--- src/rtl/ram_fifo_pkg.sv ---
// Shared constants and counter types for the RAM-backed FIFO controller.
package ram_fifo_pkg;
    localparam int RAM_DATA_W    = 8;
    localparam int RAM_ADDR_W    = 6;
    localparam int RAM_DEPTH     = 1 << RAM_ADDR_W;
    localparam int OUT_BUF_DEPTH = 2;

    typedef logic [RAM_ADDR_W-1:0] ptr_t;
    typedef logic [RAM_ADDR_W:0]   ram_cnt_t;
    typedef logic [RAM_ADDR_W+1:0] fifo_cnt_t;
    typedef logic [1:0]            out_cnt_t;
endpackage

--- src/rtl/ram_fifo_outbuf.sv ---
// Two-entry FIFO holding words returned by the RAM; the head register drives the read port.
module ram_fifo_outbuf
    import ram_fifo_pkg::*;
#(
    parameter int DATA_W = RAM_DATA_W
) (
    input  logic              clk,
    input  logic              rst_n,
    input  logic              i_push,
    input  logic [DATA_W-1:0] i_push_data,
    input  logic              i_pop,
    output logic [DATA_W-1:0] o_head,
    output out_cnt_t          o_cnt
);

    logic [DATA_W-1:0] r_head;
    logic [DATA_W-1:0] r_tail;
    out_cnt_t          r_cnt;

    // The controller never pushes into a full buffer or pops an empty one.
    always_ff @(posedge clk or negedge rst_n) begin
        if (!rst_n) begin
            r_head <= '0;
            r_tail <= '0;
            r_cnt  <= '0;
        end else begin
            case ({i_push, i_pop})
                2'b10: begin
                    if (r_cnt == 2'd0) r_head <= i_push_data;
                    else               r_tail <= i_push_data;
                    r_cnt <= r_cnt + 2'd1;
                end
                2'b01: begin
                    r_head <= r_tail;
                    r_cnt  <= r_cnt - 2'd1;
                end
                2'b11: begin
                    if (r_cnt == 2'd1) begin
                        r_head <= i_push_data;
                    end else begin
                        r_head <= r_tail;
                        r_tail <= i_push_data;
                    end
                end
                default: ;
            endcase
        end
    end

    assign o_head = r_head;
    assign o_cnt  = r_cnt;

endmodule

--- src/rtl/ram_fifo_ctrl.sv ---
// 64-entry valid/ready FIFO built around an external dual-port RAM with registered reads.
// Optional sticky overflow/underflow flags are enabled by defining RAM_FIFO_ERR_EN.
module ram_fifo_ctrl
    import ram_fifo_pkg::*;
#(
    parameter int DATA_W = RAM_DATA_W,
    parameter int ADDR_W = RAM_ADDR_W
) (
    input  logic              clk,
    input  logic              rst_n,
    input  logic              wr_valid,
    output logic              wr_ready,
    input  logic [DATA_W-1:0] wr_data,
    output logic              rd_valid,
    input  logic              rd_ready,
    output logic [DATA_W-1:0] rd_data,
    output logic [ADDR_W+1:0] count,
    output logic [ADDR_W-1:0] ram_addr_a,
    output logic [DATA_W-1:0] ram_data_in_a,
    output logic              ram_we_a,
    output logic [ADDR_W-1:0] ram_addr_b,
    output logic [DATA_W-1:0] ram_data_in_b,
    output logic              ram_we_b,
    input  logic [DATA_W-1:0] ram_data_out_b
`ifdef RAM_FIFO_ERR_EN
    ,
    output logic              err_ovf,
    output logic              err_udf
`endif
);

    localparam logic [ADDR_W:0]   L_DEPTH   = {1'b1, {ADDR_W{1'b0}}};
    localparam logic [ADDR_W-1:0] L_PTR_ONE = ADDR_W'(1);
    localparam logic [ADDR_W:0]   L_RAM_ONE = (ADDR_W+1)'(1);
    localparam logic [ADDR_W+1:0] L_CNT_ONE = (ADDR_W+2)'(1);

    logic [ADDR_W-1:0] r_wr_ptr;
    logic [ADDR_W-1:0] r_rd_ptr;
    logic [ADDR_W:0]   r_ram_cnt;
    logic [ADDR_W+1:0] r_count;
    logic              r_inflight;

    logic              w_push;
    logic              w_pop;
    logic              w_issue;
    logic [2:0]        w_occ;
    out_cnt_t          w_out_cnt;
    logic [DATA_W-1:0] w_head;

    assign wr_ready = (r_ram_cnt != L_DEPTH);
    assign rd_valid = (w_out_cnt != 2'd0);
    assign rd_data  = w_head;
    assign count    = r_count;

    assign w_push = wr_valid && wr_ready;
    assign w_pop  = rd_valid && rd_ready;

    // Output-buffer slots already claimed, counting the word still coming out of the RAM.
    assign w_occ   = {1'b0, w_out_cnt} + {2'b00, r_inflight};
    assign w_issue = (r_ram_cnt != '0) && ((w_occ - {2'b00, w_pop}) < 3'd2);

    assign ram_we_a      = w_push;
    assign ram_addr_a    = r_wr_ptr;
    assign ram_data_in_a = wr_data;
    assign ram_addr_b    = r_rd_ptr;
    assign ram_data_in_b = '0;
    assign ram_we_b      = 1'b0;

    always_ff @(posedge clk or negedge rst_n) begin
        if (!rst_n) begin
            r_wr_ptr   <= '0;
            r_rd_ptr   <= '0;
            r_ram_cnt  <= '0;
            r_count    <= '0;
            r_inflight <= 1'b0;
        end else begin
            if (w_push)  r_wr_ptr <= r_wr_ptr + L_PTR_ONE;
            if (w_issue) r_rd_ptr <= r_rd_ptr + L_PTR_ONE;
            r_inflight <= w_issue;

            case ({w_push, w_issue})
                2'b10:   r_ram_cnt <= r_ram_cnt + L_RAM_ONE;
                2'b01:   r_ram_cnt <= r_ram_cnt - L_RAM_ONE;
                default: ;
            endcase

            case ({w_push, w_pop})
                2'b10:   r_count <= r_count + L_CNT_ONE;
                2'b01:   r_count <= r_count - L_CNT_ONE;
                default: ;
            endcase
        end
    end

    ram_fifo_outbuf #(
        .DATA_W (DATA_W)
    ) u_outbuf (
        .clk         (clk),
        .rst_n       (rst_n),
        .i_push      (r_inflight),
        .i_push_data (ram_data_out_b),
        .i_pop       (w_pop),
        .o_head      (w_head),
        .o_cnt       (w_out_cnt)
    );

`ifdef RAM_FIFO_ERR_EN
    logic r_err_ovf;
    logic r_err_udf;

    always_ff @(posedge clk or negedge rst_n) begin
        if (!rst_n) begin
            r_err_ovf <= 1'b0;
            r_err_udf <= 1'b0;
        end else begin
            if (wr_valid && !wr_ready) r_err_ovf <= 1'b1;
            if (rd_ready && !rd_valid) r_err_udf <= 1'b1;
        end
    end

    assign err_ovf = r_err_ovf;
    assign err_udf = r_err_udf;
`endif

endmodule
--- config.mk ---
export PLATFORM = sky130hd
export DESIGN_NAME = ram_fifo_ctrl
export DESIGN_NICKNAME = d
export VERILOG_FILES = /design/src/rtl/ram_fifo_pkg.sv /design/src/rtl/ram_fifo_outbuf.sv /design/src/rtl/ram_fifo_ctrl.sv
export SDC_FILE = /design/constraint.sdc
export NUM_CORES = 1
export LEC_CHECK = 0
export ABC_AREA = 1
export CAP_MARGIN = 40
export CORE_ASPECT_RATIO = 1.4
export CORE_MARGIN = 2
export CORE_UTILIZATION = 37
export CTS_CLUSTER_DIAMETER = 120
export DETAILED_ROUTE_END_ITERATION = 7
export HOLD_SLACK_MARGIN = 0.03
export PLACE_DENSITY = 0.69
export REMOVE_ABC_BUFFERS = 1
export SYNTH_ARGS = -nofsm -noshare
export SYNTH_HDL_FRONTEND = slang
export SYNTH_SLANG_ARGS = --single-unit
--- constraint.sdc ---
create_clock -name clk -period 4.35 [get_ports clk]
set_clock_uncertainty 0.1 [all_clocks]
set_input_delay 0.87 -clock clk [delete_from_list [all_inputs] [get_ports clk]]
set_output_delay 0.87 -clock clk [all_outputs]
set_load 0.01 [all_outputs]
==> results of run 1 <==
[worst register-to-register path, stage by stage, from the launching register on]
cell	delay (ns)
dfrtp_1	0.44
inv_1	0.09
ha_1	0.26
nor2_4	0.20
inv_1	0.11
nor2_1	0.17
o21ai_0	0.12
fa_1	0.40
xnor2_1	0.21
nand2_1	0.09
a21oi_2	0.13
ha_1	0.35
ha_1	0.33
or2_2	0.32
nand3b_1	0.13
nand3_1	0.09
nand3_1	0.10
nand2_1	0.05
[cell families after synthesis]
family,after synthesis,share of synthesized area
and+or+nand+nor,227,0.318
buffers and inverters,63,0.100
DFF,46,0.379
AOI/OAI and AO/OA,31,0.0569
adders and majority gates,22,0.0981
xor gates and xnor gates,16,0.0462
other,1,0.00124
[registers in the layout, summed over array words and instances, names as in the netlist]
register	count
count	8
u_outbuf.o_head	8
u_outbuf.r_tail	8
r_ram_cnt	7
ram_addr_a	6
ram_addr_b	6
u_outbuf.o_cnt	2
r_inflight	1
[power by group through the flow]
stage	registers, mW	logic [mW]	clock network, mW
after CTS	0.835	1.79	0.408
after global placement	0.833	1.73	0
after detailed placement	0.842	1.79	0
final	0.832	1.78	0.395
after global routing	0.869	2.04	0.420
after floorplan	0.862	1.18	0
[per-stage QoR]
step	TNS (ns)	total power [mW]	util	hold slack [ns]	cell area, sq um
floorplan	0	2.04	-	0.364	2920
global placement	0	2.57	0.432	0.363	3480
detailed placement	-0.00700	2.63	0.432	0.364	3480
CTS	0	3.04	0.451	0.383	3630
global route	0	3.33	0.451	0.402	3630
finish	0	3.01	0.451	0.376	3630
[per-layer routing]
layer | wire [um] | vias to the layer above | part of all wire | global-route usage
li1 | - | 1323 | - | -
met1 | 2680 | 1204 | 0.42 | 0.179
met2 | 3300 | 74 | 0.52 | 0.266
met3 | 279 | 8 | 0.044 | 0.0334
met4 | 114 | 0 | 0.018 | 0.0554
met5 | 0 | - | 0 | 0
[cell usage after synthesis]
| master | instances |
|---|---|
| nor2_4 | 1 |
| buf_4 | 17 |
| nor2_2 | 1 |
| nand2_4 | 2 |
| o21ai_1 | 1 |
| fa_1 | 3 |
| o21ai_4 | 1 |
| a21oi_2 | 1 |
| nor2_1 | 12 |
| nand3_1 | 34 |
| dfrtp_1 | 46 |
| xnor2_1 | 8 |
| ha_1 | 19 |
| nand2_2 | 3 |
| nand2_1 | 161 |
| o21ai_0 | 18 |
| inv_1 | 41 |
| conb_1 | 1 |
| xor2_1 | 8 |
| nor3_2 | 1 |
| o22ai_1 | 2 |
| or2_2 | 4 |
| clkbuf_1 | 1 |
| buf_2 | 3 |
| inv_2 | 1 |
| nor3_1 | 2 |
| and2_1 | 1 |
| a21oi_1 | 8 |
| or2_1 | 1 |
| nand3b_1 | 4 |
[worst min path at each step]
stage / from / endpoint / slack, ns / depth (start not counted)
after global placement: u_outbuf.o_head[1] / u_outbuf.o_head[1] / 0.36 / 2
after floorplan: u_outbuf.r_tail[0] / u_outbuf.r_tail[0] / 0.36 / 2
after detailed placement: u_outbuf.o_head[3] / u_outbuf.o_head[3] / 0.36 / 2
after global routing: u_outbuf.o_head[0] / u_outbuf.o_head[0] / 0.40 / 2
final: u_outbuf.o_head[0] / u_outbuf.o_head[0] / 0.38 / 2
after CTS: u_outbuf.o_head[3] / u_outbuf.o_head[3] / 0.38 / 2
[area by class of cell]
class | count | area [sq um]
Multi-Input combinational cell | 305 | 1610
Timing Repair Buffer | 44 | 430
Tap cell | 102 | 128
Clock inverter | 2 | 12.5
Fill cell | 814 | 4420
Clock buffer | 6 | 139
Inverter | 42 | 158
Sequential cell | 46 | 1150
==> metrics.yaml, run 1 <==
synth_top_area_frac: 0.379
critPathMaxStageDelay_ns: 0.46
final_cell_mix: "nand2_1 (161), dfrtp_1 (46), inv_1 (41), clkdlybuf4s50_1 (41), nand3_1 (34)"
setup_violations: 0
rows: 39
yosys_warnings: 0
critical_path_arrival_ns: 4.13
syn_avg_cell_area_sq_um: 7.48
crit_end: "r_ram_cnt[6]"
synth_cell_types: 30
cts-root-buf: "clkbuf_16"
syn-cell-area_sq_um: 3040
crit-reg2reg-capture: "r_ram_cnt[6]"
cts_resized: 0
crit_path_end_kind: "flip-flop"
post-cts-setup-buffers: 0
start_util: 0.377
cp_top_family: "simple AND/OR/NAND/NOR gates"
hold_viol: 0
crit_slowest_cell: "clkdlybuf4s50_1"
finalWorstSetupSlack_ns: 0.303
status: "complete, no violations"
timing.fmax_mhz: 247
grt_max_degree: 47
drv_slew: 0
routed_wirelength_um: 6370
final_nets: 486
netlist_instances: 406
die_w_um: 80.6
layout.cells.non_filler: 547
cp-start-kind: "primary input"
cp.buffers_inverters: 3
first_pass_iters: 5
p_int_mw: 1.65
final_common_cell: "nand2_1"
yosysSeqAreaShare: 0.379
area_growth_pct: 19.5
core_sq_um: 8050
drt-vias-per-instance: 4.77
grt_overflow: 0
total_leakage_power_nw: 1.88
cp_max_fo: 7
holdBufCountCts: 0
final_layout_size_suffix_gt1_frac: 0.0584
postRouteAntennaNets: 0
n_antenna_cell: 0
synth_area_leaders: "dfrtp_1 (38%), nand2_1 (20%), ha_1 (7.8%), nand3_1 (5.6%), inv_1 (5.1%)"
switching_share: 0.451
cts_buffers: 5
clock_latency_ns: 0.29
fp.dieH_um: 111
reg2reg_depth: 17
clock-sinks: 46
route.detailed.wl_per_inst_um: 11.6
via_count: 2609
seqPwrFrac: 0.277
h-tree-depth: 2
grt_pass1_wl_um: 11000
die-area_sq_um: 8950
clk_pin_slew_worst_paths_ns: 0.07
path_depth: 17
gp_congestion: 0.816
ir_drop_uv: 274
place_ws_ns: -0.00533
cts_tree: "built"
synth.ff_latch_count: 46
port_buffers: 42
critical_path_required_ns: 4.43
grt_setup_unrepaired: "no"
timing.slew.headroom: 0.581
tightest_slew_ns: 0.629
p_sw_mw: 1.36
ios: 68
dp_cells: 539
pwr-share-clk: 0.131
yosys.area.top_type: "dfrtp_1"
critPathLaunch: "rd_ready"
rrSetupSlack_ns: 0.58
antenna_found_initial: 0
grt_usage: 0.152
p_comb_frac: 0.592
grt_pass1_vias: 2517
dpl.hpwl_um: 4610
crit_chain: "clkdlybuf4s50_1 -> inv_1 -> nor2_4 -> inv_1 -> nor2_1 -> o21ai_0 -> fa_1 -> xnor2_1 -> nand2_1 -> a21oi_2 -> ha_1 -> ha_1 -> or2_2 -> nand3b_1 -> nand3_1 -> nand3_1 -> nand2_1"
power.density_nw_per_um2: 829
r2r_start: "u_outbuf.o_cnt[1]"
criticalPathCategory: "primary input to flip-flop"
hp-class: "flip-flop to flip-flop"
clockBufferDepth: 2
min_period_over_period: 0.930
max-cap-violations: 0
drt_iter0_drc: 141
drc: 0
fin_crit_ns: 4.05
Note: power is estimated with default switching activity, not from simulation.
==> inputs of run 2 (changes only) <==
--- a/config.mk
+++ b/config.mk
@@ -11,8 +11,10 @@
 export CORE_MARGIN = 2
 export CORE_UTILIZATION = 37
 export CTS_CLUSTER_DIAMETER = 120
+export CTS_CLUSTER_SIZE = 14
 export DETAILED_ROUTE_END_ITERATION = 7
 export HOLD_SLACK_MARGIN = 0.03
+export MAX_ROUTING_LAYER = met4
 export PLACE_DENSITY = 0.69
 export REMOVE_ABC_BUFFERS = 1
 export SYNTH_ARGS = -nofsm -noshare
==> metrics.yaml, run 2 (synthesis gave the netlist of run 1 again) <==
die_w_um: 80.6  # unchanged
gp_congestion: 0.821  # +0.64%
clk_pin_slew_worst_paths_ns: 0.07  # about the same
dpl.hpwl_um: 4620  # +0.19%
drv_slew: 0  # unchanged
total_leakage_power_nw: 1.91  # +1.4%
ios: 68  # unchanged
min_period_over_period: 0.903  # -0.0276
cts_tree: "built"
cts-root-buf: "clkbuf_16"
port_buffers: 42  # unchanged
via_count: 2588  # -0.80%
crit_path_end_kind: "flip-flop"
final_layout_size_suffix_gt1_frac: 0.0605  # +0.00211
power.density_nw_per_um2: 845  # +1.9%
clock_latency_ns: 0.28  # about the same
critical_path_arrival_ns: 3.99  # -0.14 ns
hp-class: "flip-flop to flip-flop"
grt_pass1_vias: 2489  # -1.1%
tns_ns: 0  # unchanged
rows: 39  # unchanged
status: "complete, no violations"
finalWorstSetupSlack_ns: 0.423  # +0.120 ns
clockBufferDepth: 2  # unchanged
cp-start-kind: "primary input"
crit-reg2reg-capture: "r_ram_cnt[3]"
r2r_start: "u_outbuf.o_cnt[1]"
grt_pass1_wl_um: 10900  # -0.76%
final_common_cell: "nand2_1"
first_pass_iters: 4  # -1
critical_path_required_ns: 4.41  # -0.02 ns
grt_setup_unrepaired: "no"
die-area_sq_um: 8950  # unchanged
route.detailed.wl_per_inst_um: 11.5  # -1.3%
final_nets: 487  # +0.21%
hold_start: "u_outbuf.o_head[3]"
fin_util: 0.457  # +0.00622
post-cts-setup-buffers: 0  # unchanged
antenna_found_initial: 0  # unchanged
postRouteAntennaNets: 0  # unchanged
h-tree-depth: 2  # unchanged
cts_buffers: 5  # unchanged
dp_cells: 540  # +0.19%
power_mw: 3.11  # +3.3%
holdBufCountCts: 0  # unchanged
layout.cells.non_filler: 548  # +0.18%
grt_max_degree: 47  # unchanged
cp_max_fo: 7  # unchanged
rrSetupSlack_ns: 0.70  # +0.12 ns
routed_wirelength_um: 6300  # -1.1%
start_util: 0.377  # unchanged
drt-vias-per-instance: 4.72  # -0.99%
area_growth_pct: 21.2
criticalPathCategory: "primary input to flip-flop"
grt_usage: 0.154  # +0.00175
clock-sinks: 46  # unchanged
grt_overflow: 0  # unchanged
final_cell_mix: "nand2_1 (161), dfrtp_1 (46), inv_1 (41), clkdlybuf4s50_1 (41), nand3_1 (34)"
core_sq_um: 8050  # unchanged
fp.dieH_um: 111  # unchanged
max-cap-violations: 0  # unchanged
ir_drop_uv: 362  # +32%
fin_crit_ns: 3.93  # -0.120 ns
reg2reg_depth: 16  # -1
drc: 0  # unchanged
place_ws_ns: 0.151  # +0.156 ns
cts_resized: 0  # unchanged
tightest_slew_ns: 0.607  # -0.0224 ns
timing.fmax_mhz: 255  # +3.1%
drt_iter0_drc: 122  # -13%
n_antenna_cell: 0  # unchanged
setup_violations: 0  # unchanged
timing.slew.headroom: 0.596  # +0.0150
min_path_cells: 2  # unchanged
worst_hold_path.endpoint: "u_outbuf.o_head[3]"
hold_viol: 0  # unchanged
==> run 2: routing by layer <==
layer  track usage  part of all wire  vias up
met3        0.0301             0.039       10
met5             -                 0        -
li1              -                 -     1326
met4        0.0610             0.022        0
met2         0.254              0.50       67
met1         0.182              0.43     1185
==> run 2: metrics by stage <==
stage                     hold WS, ns  instance area, sq um
after floorplan                 0.364                  2920
after global routing            0.404                  3680
after CTS                       0.383                  3680
final                           0.377                  3680
after detailed placement        0.364                  3480
after global placement          0.363                  3480
==> run 2: worst max path at each step <==
stage	startpoint	to
final	rd_ready	r_ram_cnt[3]
after global routing	rd_ready	r_ram_cnt[5]
after CTS	rd_ready	r_ram_cnt[3]
after detailed placement	rd_ready	r_ram_cnt[3]
after global placement	rd_ready	r_ram_cnt[3]
after floorplan	rd_ready	r_ram_cnt[3]
==> run 2: cell type report <==
| cell class | count | area (sq um) |
|---|---|---|
| inverter | 42 | 158 |
| timing repair buffer | 45 | 438 |
| fill | 791 | 4370 |
| clock buffer | 5 | 125 |
| sequential | 46 | 1150 |
| multi-input combinational | 305 | 1610 |
| tap | 102 | 128 |
| clock inverter | 3 | 68.8 |
==> run 2: power breakdown <==
group / switching [mW] / internal, mW
Sequential: 0.187 / 0.646
Combinational: 0.997 / 0.783
Clock: 0.165 / 0.330
==> run 2: worst max-delay path, cell delays in order <==
cell and delay [ns]:
clkdlybuf4s50_1 0.46, inv_1 0.06, nor2_4 0.08, inv_1 0.08, nor2_1 0.16, o21ai_0 0.12, fa_1 0.39, xnor2_1 0.20
nand2_1 0.09, a21oi_2 0.13, ha_1 0.36, ha_1 0.33, or2_2 0.30, and2_1 0.18, nor2_1 0.10, o22ai_1 0.09
